## config.mk

```make
export PLATFORM = sky130hd
export DESIGN_NAME = fpu_floor_sched
export DESIGN_NICKNAME = d
export VERILOG_FILES = /design/src/rtl/fpu_pkg.sv /design/src/rtl/floor.sv /design/src/rtl/fpu_resp_fifo.sv /design/src/rtl/fpu_floor_sched.sv
export SDC_FILE = /design/constraint.sdc
export NUM_CORES = 1
export LEC_CHECK = 0
export ABC_AREA = 1
export ABC_CLOCK_PERIOD_IN_PS = 4500
export CAP_MARGIN = 30
export CORE_UTILIZATION = 61
export DETAILED_ROUTE_END_ITERATION = 10
export HOLD_SLACK_MARGIN = 0.02
export PLACE_DENSITY = 0.87
export SLEW_MARGIN = 20
export SYNTH_ARGS = -nofsm -noshare
export SYNTH_HDL_FRONTEND = slang
export SYNTH_SLANG_ARGS = --single-unit
```

## constraint.sdc

```tcl
create_clock -name clk_i -period 4.5 [get_ports clk_i]
set_clock_uncertainty 0.05 [all_clocks]
set_input_delay 1.125 -clock clk_i [delete_from_list [all_inputs] [get_ports clk_i]]
set_output_delay 1.125 -clock clk_i [all_outputs]
set_load 0.05 [all_outputs]
```

## src/rtl/fpu_pkg.sv

```systemverilog
// fpu_pkg: shared FPU word type and default floor-unit latency.
package fpu_pkg;
  typedef logic [31:0] fpu_word_t;
  localparam int FPU_FLOOR_NSTAGE = 1;
endpackage

```

## src/rtl/floor.sv

```systemverilog
// floor: pipelined IEEE-754 single-precision floor.
// Ports: clk, rstn (async active-low), x1 operand in, y = floor(x1) NSTAGE cycles later.
module floor #(
  parameter int NSTAGE = 1
) (
  input  logic        clk,
  input  logic        rstn,
  input  logic [31:0] x1,
  output logic [31:0] y
);
  logic [7:0]  e;
  logic [4:0]  f;
  logic [31:0] lm, tr, rnd, r;
  logic [31:0] pipe_q [NSTAGE];
  assign e = x1[30:23];
  // f = number of fraction bits below the binary point when 127 <= e < 150
  assign f = 5'(8'd150 - e);
  assign lm = (32'd1 << f) - 32'd1;
  assign tr = x1 & ~lm;
  // negative values with a fraction round away from zero; carry may ripple into the exponent
  assign rnd = (x1[31] && |(x1 & lm)) ? tr + lm + 32'd1 : tr;
  assign r = (e >= 8'd150) ? x1 :
             (e >= 8'd127) ? rnd :
             ~|x1[30:0]    ? x1 :
             x1[31]        ? 32'hBF80_0000 : 32'h0;
  always_ff @(posedge clk or negedge rstn) begin
    if (!rstn) begin
      for (int k = 0; k < NSTAGE; k++) pipe_q[k] <= '0;
    end else begin
      pipe_q[0] <= r;
      for (int k = 1; k < NSTAGE; k++) pipe_q[k] <= pipe_q[k-1];
    end
  end
  assign y = pipe_q[NSTAGE-1];
endmodule

```

## src/rtl/fpu_resp_fifo.sv

```systemverilog
// fpu_resp_fifo: per-requester response FIFO, DEPTH entries of fpu_word_t.
// Ports: clk_i, rst_ni (async active-low), push_i/data_i write side, pop_i/valid_o/data_o read side.
module fpu_resp_fifo import fpu_pkg::*; #(
  parameter int DEPTH = 2
) (
  input  logic      clk_i,
  input  logic      rst_ni,
  input  logic      push_i,
  input  fpu_word_t data_i,
  input  logic      pop_i,
  output logic      valid_o,
  output fpu_word_t data_o
);
  localparam int AW = DEPTH > 1 ? $clog2(DEPTH) : 1;
  localparam int CW = $clog2(DEPTH + 1);
  fpu_word_t     mem_q [DEPTH];
  logic [AW-1:0] wp_q, rp_q;
  logic [CW-1:0] cnt_q;
  function automatic logic [AW-1:0] nxt(input logic [AW-1:0] p);
    return (p == AW'(DEPTH - 1)) ? '0 : p + 1'b1;
  endfunction
  assign valid_o = cnt_q != '0;
  // stale entries are hidden so an empty FIFO always presents zero
  assign data_o = valid_o ? mem_q[rp_q] : '0;
  always_ff @(posedge clk_i or negedge rst_ni) begin
    if (!rst_ni) begin
      wp_q  <= '0;
      rp_q  <= '0;
      cnt_q <= '0;
    end else begin
      if (push_i) wp_q <= nxt(wp_q);
      if (pop_i) rp_q <= nxt(rp_q);
      cnt_q <= cnt_q + CW'(push_i) - CW'(pop_i);
    end
  end
  always_ff @(posedge clk_i) begin
    if (push_i) mem_q[wp_q] <= data_i;
  end
  no_overflow: assert property (@(posedge clk_i) disable iff (!rst_ni)
    !(push_i && !pop_i && cnt_q == CW'(DEPTH)));
endmodule

```

## src/rtl/fpu_floor_sched.sv

```systemverilog
// fpu_floor_sched: round-robin, credit-controlled sharing of one floor unit among NREQ requesters.
// Ports: clk_i, rst_ni (async active-low); req_valid_i/req_x_i/req_ready_o issue side;
// resp_valid_o/resp_y_o/resp_ready_i per-requester response side; busy_o = any credit in use.
module fpu_floor_sched import fpu_pkg::*; #(
  parameter int NREQ   = 2,
  parameter int NSTAGE = FPU_FLOOR_NSTAGE,
  parameter int RDEPTH = 2
) (
  input  logic                 clk_i,
  input  logic                 rst_ni,
  input  logic      [NREQ-1:0] req_valid_i,
  input  fpu_word_t [NREQ-1:0] req_x_i,
  output logic      [NREQ-1:0] req_ready_o,
  output logic      [NREQ-1:0] resp_valid_o,
  output fpu_word_t [NREQ-1:0] resp_y_o,
  input  logic      [NREQ-1:0] resp_ready_i,
  output logic                 busy_o
);
  localparam int TW = $clog2(NREQ);
  localparam int CW = $clog2(RDEPTH + 1);
  logic [TW-1:0]   rr_q, rr_d, gnt, itag_q;
  logic            gnt_vld, iv_q;
  fpu_word_t       x_q, y_w;
  logic [NSTAGE-1:0] pv_q;
  logic [TW-1:0]   pt_q [NSTAGE];
  logic [CW-1:0]   cnt_q [NREQ];
  logic [CW-1:0]   cnt_d [NREQ];
  logic [NREQ-1:0] elig, push, pop;
  always_comb begin
    elig = '0;
    for (int i = 0; i < NREQ; i++) elig[i] = req_valid_i[i] && cnt_q[i] < CW'(RDEPTH);
  end
  always_comb begin
    gnt_vld = 1'b0;
    gnt = '0;
    for (int k = 0; k < NREQ; k++) begin
      if (!gnt_vld && elig[TW'((int'(rr_q) + k) % NREQ)]) begin
        gnt_vld = 1'b1;
        gnt = TW'((int'(rr_q) + k) % NREQ);
      end
    end
    rr_d = !gnt_vld ? rr_q : (gnt == TW'(NREQ - 1)) ? '0 : gnt + 1'b1;
    // gated by reset so every output reads zero while reset is held
    req_ready_o = (gnt_vld && rst_ni) ? NREQ'(1) << gnt : '0;
  end
  always_comb begin
    push = '0;
    pop = '0;
    busy_o = 1'b0;
    for (int i = 0; i < NREQ; i++) begin
      push[i] = pv_q[NSTAGE-1] && pt_q[NSTAGE-1] == TW'(i);
      pop[i] = resp_valid_o[i] && resp_ready_i[i];
      cnt_d[i] = cnt_q[i] + CW'(req_ready_o[i]) - CW'(pop[i]);
      busy_o = busy_o || cnt_q[i] != '0;
    end
  end
  always_ff @(posedge clk_i or negedge rst_ni) begin
    if (!rst_ni) begin
      rr_q   <= '0;
      iv_q   <= 1'b0;
      itag_q <= '0;
      x_q    <= '0;
      pv_q   <= '0;
      for (int k = 0; k < NSTAGE; k++) pt_q[k] <= '0;
      for (int i = 0; i < NREQ; i++) cnt_q[i] <= '0;
    end else begin
      rr_q <= rr_d;
      iv_q <= gnt_vld;
      if (gnt_vld) begin
        x_q    <= req_x_i[gnt];
        itag_q <= gnt;
      end
      pv_q[0] <= iv_q;
      pt_q[0] <= itag_q;
      for (int k = 1; k < NSTAGE; k++) begin
        pv_q[k] <= pv_q[k-1];
        pt_q[k] <= pt_q[k-1];
      end
      for (int i = 0; i < NREQ; i++) cnt_q[i] <= cnt_d[i];
    end
  end
  floor #(.NSTAGE(NSTAGE)) u_floor (
    .clk (clk_i),
    .rstn(rst_ni),
    .x1  (x_q),
    .y   (y_w)
  );
  for (genvar g = 0; g < NREQ; g++) begin : g_fifo
    fpu_resp_fifo #(.DEPTH(RDEPTH)) u_fifo (
      .clk_i  (clk_i),
      .rst_ni (rst_ni),
      .push_i (push[g]),
      .data_i (y_w),
      .pop_i  (pop[g]),
      .valid_o(resp_valid_o[g]),
      .data_o (resp_y_o[g])
    );
  end
endmodule

```

==> summary.md, run 1 <==
In the routed design, unresolved DRC markers number 0. The path class of the tightest hold or removal check is register to register. Entering global routing, the biggest net connects 57 pins.

The run gives 1 as the total number of H-tree levels. The max-capacitance violation count was 0. The tree is rooted in a sky130_fd_sc_hd__clkbuf_16. The tools report the final antenna diode count as 0. The shortest clock period the worst path allows after layout is 4050 ps. During placement, the flow inserted port buffers numbering 137. Once detailed placement completed, the half-perimeter wirelength came to 24180 µm.

Setup repair after global routing left no endpoint under its margin. In this run, CTS created clock tree buffers numbering 21. The cell area after synthesis was 11100 µm²; the count of flip-flops with a built-in enable after synthesis was 128. Walking the worst path, the cells encountered are nand3_2 > nand2_2 > nand2_2 > nand2_4 > nand3_1 > ha_1 > inv_1 > nand2_1 > nand2_1 > nor2_1 > nand2_1 > nor2_1 > nand3_1 > nor2_1 > nand3_1 > nor2_1 > nand2_1 > nor2_2 > nand2_2 > nand2_4 > nand2_1 > nand2_1 > nand2_1 > a21oi_1. The area growth from synthesis to final layout was 21.53%. Counting stages on the worst path, the most repeated cell is sky130_fd_sc_hd__nand2_1. The total global routing overflow is 0.

For the worst setup path, the data arrival time is 4360 ps. The layout cell share with drive strength beyond 1 came out at 9.269%. The global-route track usage on met1 came out at 49.62%. The delay contributed by the slowest stage of the critical path was 580 ps; the total number of nets in the final design was 1543. After global routing, the most crowded layer is met2.

On the critical path, the stage with the largest delay is an instance of sky130_fd_sc_hd__dfrtp_1. Once the floorplan was initialized, standard cells occupied 63.31% of the core. The share of flip-flops with an asynchronous set or reset after synthesis was 38.76%; the vertical die dimension was 136.9 µm. The core area is 17540 µm². The run finished with clean final reports.

The worst-path maximum fanout is 37, and the met3 usage is 7.333%. During synthesis, Yosys emitted a total of 0 warnings. The tools report the layout filler cell count as 1122. The synthesized instance count came out at 1325. For this run, the top clock speed supported by timing is 246.9 MHz.

For the initial DRC count, the log shows 1014. The worst setup path category is register to register. The pre-antenna-repair detailed-routing pass consisted of 8 iterations. Measured against its own limit, the worst slew margin works out to 50.35%. The share of the yosys chip area belonging to registers was 52.87%.

For the count of final setup violators, the log shows 0. In the routed layout, each cell is associated on average with a via count of 6.066. Cell family contributing the most delay on the critical path: simple AND/OR/NAND/NOR gates. The die covers 18750 µm².

Number of rows in the core area: 48. Once the clock tree was built, the setup fixing pass inserted 0 buffers. In the final routed layout, each cell accounts on average for 20.89 µm. For this run, the total global-route usage over all layers was measured as 39.00%. The pin slew with the least headroom to its limit is 744.7 ps.

The total negative setup slack is 0 ps, and the number of hold-slack violations in the final timing report is 0. For the wire length of the first global-routing pass, the log shows 54580 µm. In this run the deepest clock path goes through 3 buffers.

In this run the remaining antenna-violating nets after routing total 0. The overall die width is 136.9 µm, and the total vias in the final route is 10331. Pin placement for this block handled 139 I/O pins. STA puts the critical path data required time at 4810 ps.

The number of nets handed over by synthesis was 1405. The number of buffers and inverters on the critical path is 1. Counting distinct cell types in the post-synthesis netlist gives 38.

Endpoint type of the worst setup path: a register. In the global route stage, met2 resource usage came out at 65.93%. Once the clock tree was built, the resizer swapped 0 gates to a different size. In this run, synthesis produced a sequential element count of 209. The primary flip-flop cell chosen by synthesis mapping was sky130_fd_sc_hd__edfxtp_1. Wires add up to 35580 µm. The placer congestion estimate was 0.9820. The share of the cycle needed by the critical path after routing is 90.00%. TritonCTS built the clock tree. The number of hold buffers added after CTS came out at 0.

The initial antenna violation count was 0; the clock-pin slew on the worst setup and hold paths was 60 ps. The clock net in this run drives a total of 209 sinks. STA classifies the critical path startpoint as a register.

The via count of the first global-routing pass is 9881, and the number of slew-limit violations in the final report is 0. A synthesized cell averages 8.380 µm². The clock insertion delay at the later pin of the skew report was 510 ps.
==> metal layers <==
layer / vias up / wire length [µm]
li1: 4652 / -
met1: 4849 / 13490
met2: 698 / 17170
met3: 132 / 3479
met4: 0 / 1445
met5: - / 0
==> worst register-to-register path, stage by stage, from the launching register on <==
cell and delay, ps:
sky130_fd_sc_hd__dfrtp_1 580, sky130_fd_sc_hd__nand3_2 200, sky130_fd_sc_hd__nand2_2 130, sky130_fd_sc_hd__nand2_2 90, sky130_fd_sc_hd__nand2_4 140, sky130_fd_sc_hd__nand3_1 110, sky130_fd_sc_hd__ha_1 350, sky130_fd_sc_hd__inv_1 90
sky130_fd_sc_hd__nand2_1 90, sky130_fd_sc_hd__nand2_1 70, sky130_fd_sc_hd__nor2_1 120, sky130_fd_sc_hd__nand2_1 80, sky130_fd_sc_hd__nor2_1 110, sky130_fd_sc_hd__nand3_1 100, sky130_fd_sc_hd__nor2_1 120, sky130_fd_sc_hd__nand3_1 80
sky130_fd_sc_hd__nor2_1 200, sky130_fd_sc_hd__nand2_1 100, sky130_fd_sc_hd__nor2_2 180, sky130_fd_sc_hd__nand2_2 90, sky130_fd_sc_hd__nand2_4 330, sky130_fd_sc_hd__nand2_1 110, sky130_fd_sc_hd__nand2_1 80, sky130_fd_sc_hd__nand2_1 50
sky130_fd_sc_hd__a21oi_1 310
==> layout by cell type, fill, tap and decap left out, types with 4 or more instances in the layout <==
cell type                         count
sky130_fd_sc_hd__nand2_1            458
sky130_fd_sc_hd__clkdlybuf4s50_1    134
sky130_fd_sc_hd__edfxtp_1           128
sky130_fd_sc_hd__inv_1              114
sky130_fd_sc_hd__nand3_1            106
sky130_fd_sc_hd__nor2_1              89
sky130_fd_sc_hd__a21oi_1             86
sky130_fd_sc_hd__dfrtp_1             81
sky130_fd_sc_hd__o211ai_1            32
sky130_fd_sc_hd__buf_4               30
sky130_fd_sc_hd__nand4_1             26
sky130_fd_sc_hd__nor2_2              25
sky130_fd_sc_hd__o21ai_0             24
sky130_fd_sc_hd__clkbuf_16           21
sky130_fd_sc_hd__inv_2               11
sky130_fd_sc_hd__nand3_2             11
sky130_fd_sc_hd__xnor2_1             10
sky130_fd_sc_hd__ha_1                10
sky130_fd_sc_hd__xor2_1               9
sky130_fd_sc_hd__o21bai_1             7
sky130_fd_sc_hd__nand2_2              6
sky130_fd_sc_hd__nor3_1               6
sky130_fd_sc_hd__o21ai_1              6
sky130_fd_sc_hd__nor2_4               5
sky130_fd_sc_hd__o21ai_2              4
sky130_fd_sc_hd__bufinv_16            4
==> cells in the mapped netlist, types with 2 or more instances <==
master,n,area (µm²)
sky130_fd_sc_hd__o21ai_1,6,30.03
sky130_fd_sc_hd__nor2_2,17,106.4
sky130_fd_sc_hd__inv_1,114,427.9
sky130_fd_sc_hd__nand2_2,6,37.54
sky130_fd_sc_hd__buf_4,8,60.06
sky130_fd_sc_hd__xor2_1,9,78.83
sky130_fd_sc_hd__o22ai_1,2,12.51
sky130_fd_sc_hd__nand4_1,26,162.7
sky130_fd_sc_hd__buf_2,3,15.01
sky130_fd_sc_hd__xnor2_1,10,87.58
sky130_fd_sc_hd__o21bai_1,7,52.55
sky130_fd_sc_hd__o21ai_2,4,35.03
sky130_fd_sc_hd__a21oi_1,86,430.4
sky130_fd_sc_hd__nand4_2,2,25.02
sky130_fd_sc_hd__o21ai_0,24,120.1
sky130_fd_sc_hd__nor4_1,2,12.51
sky130_fd_sc_hd__nor2_1,97,364.1
sky130_fd_sc_hd__buf_6,8,90.09
sky130_fd_sc_hd__inv_2,11,41.29
sky130_fd_sc_hd__clkbuf_1,35,131.4
sky130_fd_sc_hd__ha_1,10,125.1
sky130_fd_sc_hd__o211ai_1,32,240.2
sky130_fd_sc_hd__nor2_4,5,56.30
sky130_fd_sc_hd__edfxtp_1,128,3844
sky130_fd_sc_hd__dfrtp_1,81,2027
sky130_fd_sc_hd__nand2_4,3,33.78
sky130_fd_sc_hd__nor3_1,6,30.03
sky130_fd_sc_hd__nand3_1,106,530.5
sky130_fd_sc_hd__nand3_2,11,110.1
sky130_fd_sc_hd__nand2_1,458,1719
==> metrics by stage <==
step | setup slack (ps) | instances | hold WS, ps | util, % | instance area [µm²]
floorplan | 777.5 | 1325 | 281.2 | - | 11100
global placement | 785.7 | 1663 | 282.2 | 72.62 | 12730
detailed placement | 680.7 | 1665 | 299.0 | 72.80 | 12770
CTS | 520.3 | 1703 | 328.2 | 76.95 | 13490
global route | 171.7 | 1703 | 331.7 | 76.95 | 13490
finish | 450.0 | 1703 | 323.9 | 76.95 | 13490
==> registers in the layout, indices dropped and copies added, names as in the netlist <==
register and flops:
g_fifo.u_fifo.mem_q 128, g_fifo.u_fifo.cnt_q 4, iv_q 1, pv_q 1
x_q 32, rr_q 1, pt_q 1, cnt_q 4
g_fifo.u_fifo.rp_q 2, u_floor.y 32, itag_q 1, g_fifo.u_fifo.wp_q 2
==> cells by family after synthesis <==
kind of cell | Yosys count | share of synthesized area (%)
compound gates | 165 | 8.643
xor+xnor | 19 | 1.499
fa+ha+maj | 10 | 1.127
buf+inv | 180 | 6.930
flops | 209 | 52.87
simple gates | 742 | 28.93
==> final cells by class <==
class	count	area [µm²]	share of cell area [%]
Inverter	126	473.0	3.505
Clock inverter	13	176.4	1.307
Timing Repair Buffer	169	1659	12.29
Multi-Input combinational cell	936	4483	33.22
Sequential cell	209	5871	43.50
Clock buffer	25	550.5	4.080
Tap cell	225	281.5	2.086
==> worst paths after layout <==
path                            startpoint            end  slack (ps)  cells past startpoint
max in group asynchronous           rst_ni  u_floor.y[30]        2850                      2
worst max-delay path               x_q[23]  u_floor.y[26]         450                     24
worst max register to register     x_q[23]  u_floor.y[26]         450                     24
min in group asynchronous           rst_ni           rr_q         470                      1
worst min register to register        iv_q           pv_q         320                      0
worst min-delay path                  iv_q           pv_q         320                      0
Power of run 1 is left out: the tool's default activity adds up to more than one toggle a clock period on the data nets, which glitch-free logic cannot reach.
==> run 2: changes to the inputs <==
- SLEW_MARGIN: 20 -> unset
==> run 2 against run 1 <==
Fmax up 0.32%. Cell area up 0.20%. Global-route usage up 0.31 points. Wire length up 0.83%. Worst hold slack better by 8.3 ps. Cell count about the same. Critical path depth unchanged. Count of clock-buffer cells in the layout down 2. Sequential share of layout area down 0.088 points. Core utilization up 0.16 points. Critical path type unchanged. Critical endpoint unchanged. Highest routed layer unchanged.
==> summary.md, run 2 (synthesis results as in run 1) <==
The tools report the total global routing overflow as 0 (unchanged). The total negative setup slack was 0 ps (unchanged); the initial DRC count was 1248 (was 1014). The shortest clock period the worst path allows after layout is 4037 ps (was 4050 ps), and the share of the cycle needed by the critical path after routing is 89.72% (was 90.00%). The max-capacitance violation count was 0 (unchanged); the number of hold-slack violations in the final timing report was 0 (unchanged). The number of slew-limit violations in the final report is 0 (unchanged). The largest net degree at the start of global routing came out at 57 (unchanged). The final antenna diode count was 0 (unchanged); the maximum number of buffers from clock root to sink was 3 (unchanged).

The tools report the number of rows in the core area as 48 (unchanged). The required time at the endpoint of the critical path is 4800 ps (was 4810 ps). For the area of all placed cells without fillers, the log shows 13520 µm² (was 13490 µm²). The nature of the critical path startpoint is a register (unchanged). The count of input and output buffers was 137 (unchanged); the core area was 17540 µm² (unchanged). The post-cts gate resize count is 0 (unchanged), and the effective utilization at floorplan is 63.31% (unchanged). The placer congestion estimate was 0.9820 (unchanged); the top-level I/O count was 139 (unchanged). The number of flip-flops under the largest register name is 128 (unchanged). The number of buffers and inverters on the critical path is 1 (unchanged), and the number of post-CTS setup repair buffers is 0 (unchanged). The vertical die dimension came out at 136.9 µm (unchanged). Worst hold path class: register to register (unchanged). The area growth from synthesis to final layout is 21.78% (was 21.53%), and the count of final setup violators is 0 (unchanged). The worst setup path category is register to register (unchanged). The tools report the number of optimization iterations in the first detailed-route pass as 6 (was 8).

The clock insertion delay at the later pin of the skew report came out at 500 ps (was 510 ps). TritonCTS built the clock tree. The cell family contributing the most delay on the critical path is simple AND/OR/NAND/NOR gates (unchanged). The logs give 1 (unchanged) for the total number of H-tree levels and 1702 (was 1703) for the number of non-filler instances in the completed layout. The run finished with clean final reports.

The aggregate global-route resource usage came out at 39.31% (was 39.00%). For the placed standard-cell area, the log shows 12770 µm² (about the same). The maximum clock frequency was 247.7 MHz (was 246.9 MHz). The commonest non-fill, non-tap cell in the layout is sky130_fd_sc_hd__nand2_1 (unchanged). The library cell used as clock root buffer is sky130_fd_sc_hd__clkbuf_16 (unchanged). The tools report the initial antenna violation count as 0 (unchanged). Final HPWL from detailed placement: 24080 µm (was 24180 µm). The delay contributed by the slowest stage of the critical path is 590 ps (was 580 ps), and the layout cell share with drive strength beyond 1 is 9.343% (was 9.269%). The worst-path maximum fanout is 37 (unchanged), and the via count of the first global-routing pass is 10012 (was 9881). Setup repair after global routing left no endpoint under its margin. Commonest non-fill, non-tap cells in the layout: sky130_fd_sc_hd__nand2_1, sky130_fd_sc_hd__clkdlybuf4s50_1, sky130_fd_sc_hd__edfxtp_1 (unchanged). The wire length of the first global-routing pass is 54860 µm (was 54580 µm), and the number of buffers created by CTS is 21 (unchanged). The tools report the endpoint type of the worst setup path as a register (unchanged). The area enclosed by the die boundary came out at 18750 µm² (unchanged). The remaining antenna violation count was 0 (unchanged). The total number of nets in the final design came out at 1543 (unchanged).

For the routed wire length, the log shows 35880 µm (was 35580 µm). The standard cell with the maximum stage delay on the critical path was sky130_fd_sc_hd__dfrtp_1 (unchanged). The pin slew with the least headroom to its limit is 745.6 ps (was 744.7 ps), and the detail-routed via count per cell is 6.110 (was 6.066). The most flop-heavy register is g_fifo.u_fifo.mem_q (unchanged). Most frequent cell on the critical path: sky130_fd_sc_hd__nand2_1 (unchanged). For the headroom to the max-slew limit, the log shows 50.29% (was 50.35%). The total vias in the final route is 10399 (was 10331), and the mean routed wirelength per cell is 21.08 µm (was 20.89 µm).

The arrival time of the worst setup path is 4340 ps (was 4360 ps). The remaining design rule violation count was 0 (unchanged). The overall die width was 136.9 µm (unchanged); the clock-pin slew on the worst setup and hold paths was 60 ps (about the same). Sequence of cells on the critical path: nand3_2 > nand2_2 > nand2_2 > nand2_4 > nand3_1 > ha_1 > inv_1 > nand2_1 > nand2_1 > nor2_1 > nand2_1 > nor2_1 > nand3_1 > nor2_1 > nand3_1 > nor2_1 > nand2_1 > nor2_2 > nand2_2 > nand2_4 > nand2_1 > nand2_1 > nand2_1 > a21oi_1 (unchanged). Number of instances in the placed design: 1665 (unchanged). The number of hold buffers added after CTS was 0 (unchanged); the number of clock sinks was 209 (unchanged).
## run 2: cell count changes in the layout (fill, tap and decap cells not counted), sizes merged
| cell | previous run | this run |
|---|---|---|
| buf | 35 | 34 |
| clkbuf | 25 | 23 |
| clkinvlp | 1 | 2 |
| bufinv | 4 | 5 |
| inv | 128 | 127 |
| clkdlybuf4s15 | 0 | 1 |
## run 2: worst paths after layout
check	startpoint	cells after the start	slack, ps	endpoint
hold reg to reg	iv_q	0	330	pv_q
max in group asynchronous	rst_ni	2	2850	u_floor.y[18]
setup reg to reg	x_q[23]	24	460	u_floor.y[26]
setup / recovery	x_q[23]	24	460	u_floor.y[26]
min in group asynchronous	rst_ni	1	480	rr_q
hold / removal	iv_q	0	330	pv_q
## run 2: routing by layer
layer  part of all wire, %  routed length [µm]  vias up  track usage, %
li1                      -                   -     4656               -
met1                    37               13280     4874           49.45
met2                    48               17190      727           66.24
met3                    11                3769      142           7.481
met4                   4.6                1646        0           17.16
met5                     0                   0        -               0
## run 2: area by class of cell
type / count / area, µm²
flip-flops and latches: 209 / 5871
multi-input cells: 936 / 4483
fillers: 1120 / 4015
repair buffers: 169 / 1665
clock buffers: 23 / 543.0
inverters: 126 / 473.0
well taps: 225 / 281.5
clock inverters: 14 / 205.2
## run 2: through the flow
step | worst slack (ps) | hold slack (ps) | utilization (%)
finish | 462.7 | 332.1 | 77.10
global route | 169.8 | 337.3 | 77.10
CTS | 558.0 | 344.1 | 77.10
detailed placement | 696.1 | 300.3 | 72.84
global placement | 785.7 | 282.2 | 72.62
floorplan | 777.5 | 281.2 | -
## run 2: worst register-to-register path, delay by kind of cell (launching register included)
kind / cells / cell delay [ps]
and+or+nand+nor: 21 / 2490
DFF: 1 / 590
adders and majority gates: 1 / 350
AOI/OAI and AO/OA: 1 / 350
buffers and inverters: 1 / 80
Power of run 2 is left out for the same reason.
